`config.mk`:
```
export PLATFORM = sky130hd
export DESIGN_NAME = axis_pkt_fifo
export DESIGN_NICKNAME = d
export VERILOG_FILES = /design/src/rtl/axis_pkt_fifo.sv
export SDC_FILE = /design/constraint.sdc
export NUM_CORES = 2
export LEC_CHECK = 0
export CORE_ASPECT_RATIO = 0.9
export CORE_MARGIN = 2
export CORE_UTILIZATION = 30
export CTS_CLUSTER_DIAMETER = 120
export DETAILED_ROUTE_END_ITERATION = 8
export MAX_ROUTING_LAYER = met4
export PLACE_DENSITY = 0.46
export SLEW_MARGIN = 20
export SYNTH_ARGS = -nofsm -noshare
export SYNTH_HDL_FRONTEND = slang
export SYNTH_SLANG_ARGS = --single-unit
```
`constraint.sdc`:
```
create_clock -name aclk -period 10.1 [get_ports aclk]
set_input_delay 2.02 -clock aclk [delete_from_list [all_inputs] [get_ports aclk]]
set_output_delay 2.02 -clock aclk [all_outputs]
set_load 0.02 [all_outputs]
```
`src/rtl/axis_pkt_fifo.sv`:
```
// Store-and-forward AXI-Stream packet FIFO: packets become visible downstream only
// once their tlast is stored; packets that overflow the RAM are dropped whole and counted.
module axis_pkt_fifo #(
  parameter int TDATA_WIDTH = 32,
  parameter int TUSER_WIDTH = 8,
  parameter int DEPTH       = 64,
  parameter int CNT_WIDTH   = 16,
  localparam int ADDR_W     = $clog2(DEPTH)
) (
  input  logic                   aclk,
  input  logic                   areset,
  input  logic [TDATA_WIDTH-1:0] s_axis_tdata,
  input  logic [TUSER_WIDTH-1:0] s_axis_tuser,
  input  logic                   s_axis_tlast,
  input  logic                   s_axis_tvalid,
  output logic                   s_axis_tready,
  output logic [TDATA_WIDTH-1:0] m_axis_tdata,
  output logic [TUSER_WIDTH-1:0] m_axis_tuser,
  output logic                   m_axis_tlast,
  output logic                   m_axis_tvalid,
  input  logic                   m_axis_tready,
  output logic [CNT_WIDTH-1:0]   pkt_count,
  output logic [CNT_WIDTH-1:0]   drop_count,
  output logic [ADDR_W:0]        level
);

  localparam int PTR_W  = ADDR_W + 1;
  localparam int WORD_W = TDATA_WIDTH + TUSER_WIDTH + 1;

  typedef enum logic [1:0] {S_IDLE, S_WRITE, S_DROP} state_t;

  state_t             state_q, state_d;
  logic [WORD_W-1:0]  mem_q [DEPTH];
  logic [PTR_W-1:0]   wr_ptr_q, wr_ptr_d;
  logic [PTR_W-1:0]   wr_commit_q, wr_commit_d;
  logic [PTR_W-1:0]   rd_ptr_q, rd_ptr_d;
  logic [CNT_WIDTH-1:0] pkt_q, pkt_d;
  logic [CNT_WIDTH-1:0] drop_q, drop_d;
  logic [WORD_W-1:0]  m_word_q, m_word_d;
  logic               m_valid_q, m_valid_d;
  logic               s_ready_q;

  logic in_acc, full, load, pop_last;
  logic wr_en, rewind, commit, drop_inc;

  assign in_acc   = s_axis_tvalid && s_ready_q;
  assign full     = (wr_ptr_q - rd_ptr_q) == PTR_W'(DEPTH);
  // Only words behind wr_commit are readable, so partial packets never leak out.
  assign load     = (rd_ptr_q != wr_commit_q) && (!m_valid_q || m_axis_tready);
  assign pop_last = m_valid_q && m_axis_tready && m_word_q[WORD_W-1];

  always_ff @(posedge aclk or posedge areset) begin
    if (areset) state_q <= S_IDLE;
    else        state_q <= state_d;
  end

  always_comb begin
    state_d = state_q;
    if (in_acc) begin
      case (state_q)
        S_IDLE, S_WRITE: begin
          if (s_axis_tlast) state_d = S_IDLE;
          else              state_d = full ? S_DROP : S_WRITE;
        end
        S_DROP:  if (s_axis_tlast) state_d = S_IDLE;
        default: state_d = S_IDLE;
      endcase
    end
  end

  always_comb begin
    wr_en    = 1'b0;
    rewind   = 1'b0;
    commit   = 1'b0;
    drop_inc = 1'b0;
    if (in_acc && state_q != S_DROP) begin
      if (!full) begin
        wr_en  = 1'b1;
        commit = s_axis_tlast;
      end else begin
        rewind   = 1'b1;
        drop_inc = 1'b1;
      end
    end
  end

  always_comb begin
    wr_ptr_d = wr_ptr_q;
    if (rewind)     wr_ptr_d = wr_commit_q;
    else if (wr_en) wr_ptr_d = wr_ptr_q + PTR_W'(1);
    wr_commit_d = commit ? wr_ptr_q + PTR_W'(1) : wr_commit_q;
    rd_ptr_d    = load ? rd_ptr_q + PTR_W'(1) : rd_ptr_q;

    pkt_d = pkt_q;
    if (commit && !pop_last)      pkt_d = pkt_q + CNT_WIDTH'(1);
    else if (!commit && pop_last) pkt_d = pkt_q - CNT_WIDTH'(1);
    drop_d = (drop_inc && drop_q != '1) ? drop_q + CNT_WIDTH'(1) : drop_q;

    m_valid_d = m_valid_q;
    m_word_d  = m_word_q;
    if (load) begin
      m_valid_d = 1'b1;
      m_word_d  = mem_q[rd_ptr_q[ADDR_W-1:0]];
    end else if (m_axis_tready) begin
      m_valid_d = 1'b0;
    end
  end

  always_ff @(posedge aclk or posedge areset) begin
    if (areset) begin
      wr_ptr_q    <= '0;
      wr_commit_q <= '0;
      rd_ptr_q    <= '0;
      pkt_q       <= '0;
      drop_q      <= '0;
      m_word_q    <= '0;
      m_valid_q   <= 1'b0;
      s_ready_q   <= 1'b0;
    end else begin
      wr_ptr_q    <= wr_ptr_d;
      wr_commit_q <= wr_commit_d;
      rd_ptr_q    <= rd_ptr_d;
      pkt_q       <= pkt_d;
      drop_q      <= drop_d;
      m_word_q    <= m_word_d;
      m_valid_q   <= m_valid_d;
      s_ready_q   <= 1'b1;
    end
  end

  always_ff @(posedge aclk) begin
    if (wr_en) mem_q[wr_ptr_q[ADDR_W-1:0]] <= {s_axis_tlast, s_axis_tuser, s_axis_tdata};
  end

  assign s_axis_tready = s_ready_q;
  assign m_axis_tvalid = m_valid_q;
  assign m_axis_tdata  = m_word_q[TDATA_WIDTH-1:0];
  assign m_axis_tuser  = m_word_q[TDATA_WIDTH +: TUSER_WIDTH];
  assign m_axis_tlast  = m_word_q[WORD_W-1];
  assign pkt_count     = pkt_q;
  assign drop_count    = drop_q;
  assign level         = wr_ptr_q - rd_ptr_q;

endmodule
```
==> summary.md <==
| Metric | Value |
|---|---|
| Status | completed |
| Worst Tran Pin Value | 1.17 ns |
| Setup crit end kind | primary output |
| Main combinational cell family by area after synthesis | multiplexers |
| # H-tree levels | 5 |
| DRC Markers | 0 |
| Initial antenna violation count | 45 |
| Fin nets | 5,395 |
| Routed Antenna Nets | 0 |
| Synth Area in Compound Gates | 0.0407 |
| Vias in the first global route | 53,000 |
| Total routed wirelength | 360,000 microns |
| CTS tree | built |
| Pin count of the biggest net entering global routing | 117 |
| Routed vias | 55,000 |
| Multi-input combinational cell area | 22,800 sq um |
| Root buffer cell | clkbuf_16 |
| Fin. Hold Viols | 0 |
| CP required | 8.08 ns |
| Post-DP Area | 113,000 sq um |
| IO Port Bufs | 126 |
| Mapped Nets | 5,059 |
| Post-Synth XOR/XNOR Area | 0.00409 |
| Worst r2r path cells | 18 |
| Clock transition at path regs | 0.06 ns |
| YS warnings | 0 |
| TritonCTS buffer count | 302 |
| Max-cap violations | 0 |
| Leakage power | 0.0383 uW |
| Core Rows | 206 |
| Crit path DAT | 4.31 ns |
| Placeable Area | 349,000 sq um |
| Post-DP HPWL | 212,000 microns |
| CTS Hold Bufs | 0 |
| Post-synthesis cell type count | 72 |
| Internal power | 22,200 uW |
| Final setup vio count | 0 |
| Hold depth | 1 |
| Simple logic cell fraction of the synthesized area | 0.0186 |
| GPL Wtd Cong | 0.846 |
| Sequential power share | 0.387 |
| Worst-path fanout max | 33 |
| Pwr dens | 277 nW/um^2 |
| Comb pwr share | 0.301 |
| Primary FF master, synth | edfxtp_1 |
| Relative slew slack | 0.214 |
| Clock Skew | 0.0859 ns |
| Die X | 627 microns |
| Global-route wire length before repair | 482,000 microns |
| Post-CTS Resized | 0 |
| Setup_tns | 0 ns |
| FF+latch count, synth | 2,722 |
| Gr usage total | 0.206 |
| Peak VDD IR | 174 uV |
| Syn avg cell area | 21.0 sq um |
| Seq/Total Area, Yosys | 0.774 |
| DRT Pass-1 Iters | 6 |
| Multiplexer share of the synthesized area | 0.144 |
| Critical path class | reg2out |
| Synth Area in Adders | 0.00336 |
| DR vias/cell | 5.35 |
| Fin crit period | 6.33 ns |
| Proportion of layout cells with a drive suffix above 1 | 0.230 |
| Die height | 565 microns |
| Drt first-iter violations | 7,869 |
| Psw | 11,600 uW |
| Clock share of power | 0.312 |
| FMAX | 158 MHz |
| # clock sinks | 2,722 |
| Register area | 81,300 sq um |
| Post-CTS Setup Inserts | 0 |
| Startpoint types | flip-flop |
| Period utilisation layout | 0.627 |
| Max Slew Vio Count | 0 |
| Sw Share | 0.343 |
| Post-synth design cell area | 105,000 sq um |
| Initial Utilization | 0.301 |
| Area Growth Syn to Fin | 16.4% |
| Die area | 355,000 sq um |
| Top Ports | 127 |
| FFs w/ async S/R, synth | 0.0360 |
| Clk_lat worst skew | 0.93 ns |
| RSZ-0062 raised after global routing | no |
| Routed WL per cell | 35.0 microns |
| Syn Inst Count | 4,987 |
| Hold Crit Class | reg2reg |
| Design Area, Final | 122,000 sq um |
| FILL cells | 32,500 |
| GRT overflow | 0 |
| Bufs on Longest Clock Path | 4 |
| Number of enable flip-flop cells after synthesis | 2,624 |
| Worst reg2reg setup slack | 4.12 ns |
==> flip-flops by register name (all words and copies together) (netlist names) <==
register,count
drop_count,16
m_axis_tvalid,1
m_word_q,41
mem_q,2624
pkt_count,16
rd_ptr_q,7
s_axis_tready,1
state_q,2
wr_commit_q,7
wr_ptr_q,7
==> power groups by stage <==
stage / registers, uW / logic [uW] / clock network (uW)
global route: 13100 / 10600 / 11200
global placement: 13300 / 10200 / 0
finish: 13100 / 10200 / 10600
CTS: 13100 / 10200 / 10700
detailed placement: 13300 / 10200 / 0
floorplan: 13100 / 5750 / 0
==> synthesized netlist by cell type, types with 28 or more instances <==
cell	number	share of area
xnor2_1	30	0.0025
buf_2	90	0.0043
a22oi_1	133	0.0095
o221ai_1	41	0.0034
o21ai_0	62	0.0030
a221oi_1	30	0.0025
mux2_2	28	0.0030
nor3_1	28	0.0013
edfxtp_1	2624	0.75
nand2_1	149	0.0053
a21oi_1	125	0.0060
o22ai_1	61	0.0036
nand3_1	51	0.0024
mux4_2	516	0.11
dfrtp_1	98	0.023
nor2_1	107	0.0038
clkbuf_1	91	0.0033
buf_4	38	0.0027
mux2i_1	320	0.031
==> kinds of logic (layout without fill, tap and decap cells) <==
| logic type | after synthesis | after routing |
|---|---|---|
| xor gates and xnor gates | 49 | 49 |
| adders and majority gates | 27 | 27 |
| and+or+nand+nor | 423 | 423 |
| other | 1 | 29 |
| AOI/OAI and AO/OA | 612 | 612 |
| muxes | 864 | 864 |
| DFF | 2722 | 2722 |
| buffers and inverters | 289 | 867 |
==> cell type report <==
type / count / share of cell area
clock buffer: 389 / 0.0668
sequential: 2722 / 0.666
timing repair buffer: 302 / 0.0214
multi-input combinational: 1976 / 0.187
clock inverter: 157 / 0.0103
inverter: 19 / 0.000646
tap: 4680 / 0.0480
antenna: 28 / 0.000574
==> stage by stage <==
step                instances  setup WS [ns]  utilization  total power [uW]  hold WS (ns)
detailed placement       9699           3.74        0.323             23500         0.496
CTS                     10200           3.68        0.350             34100         0.503
finish                  10300           3.77        0.350             33800         0.492
global route            10300           3.57        0.350             34900         0.525
global placement         9697           3.66        0.323             23600         0.477
floorplan                4987           4.69            -             18900         0.464
==> layer usage <==
layer  vias to the layer above  global-route usage  share of wire
met5                         -                   -              0
met4                         0              0.0546          0.027
met3                       417              0.0321          0.080
met2                      2493               0.307           0.46
met1                     30400               0.293           0.44
li1                      21700                   -              -
==> cells in the final DEF (no fill, tap or decap), types with 15 or more instances in the layout <==
cell,n
clkbuf_16,309
and3_1,15
clkinv_2,47
nand3_1,51
a221oi_1,30
ha_1,25
a32oi_1,15
a22oi_1,133
o22ai_1,61
buf_4,205
mux4_2,516
edfxtp_1,2624
nor3_1,27
nand4_1,26
nor2_4,69
a22o_1,19
nand2_1,146
xnor2_1,30
clkinv_1,77
a211oi_1,24
a2111oi_0,17
diode_2,28
xor2_1,19
mux2i_1,319
mux2_2,28
o221ai_1,41
nor2_1,36
clkdlybuf4s50_1,85
dfrtp_1,92
clkbuf_1,68
o21ai_0,62
a21oi_1,124
==> worst paths after layout <==
path,end,startpoint
max reg2reg,pkt_count[13],rd_ptr_q[2]
max in group asynchronous,rd_ptr_q[4],areset
min,drop_count[12],drop_count[12]
min in group asynchronous,pkt_count[12],areset
max,level[5],rd_ptr_q[2]
min reg2reg,drop_count[12],drop_count[12]
==> critical path, cell delays in order, from the launching register on <==
cell	delay (ns)
dfrtp_4	0.63
inv_4	0.65
ha_1	0.42
a21oi_1	0.22
nand2_1	0.15
a21o_1	0.20
a21oi_1	0.18
xnor2_1	0.17
clkdlybuf4s50_1	0.77
Power figures use the tool's default switching activity.
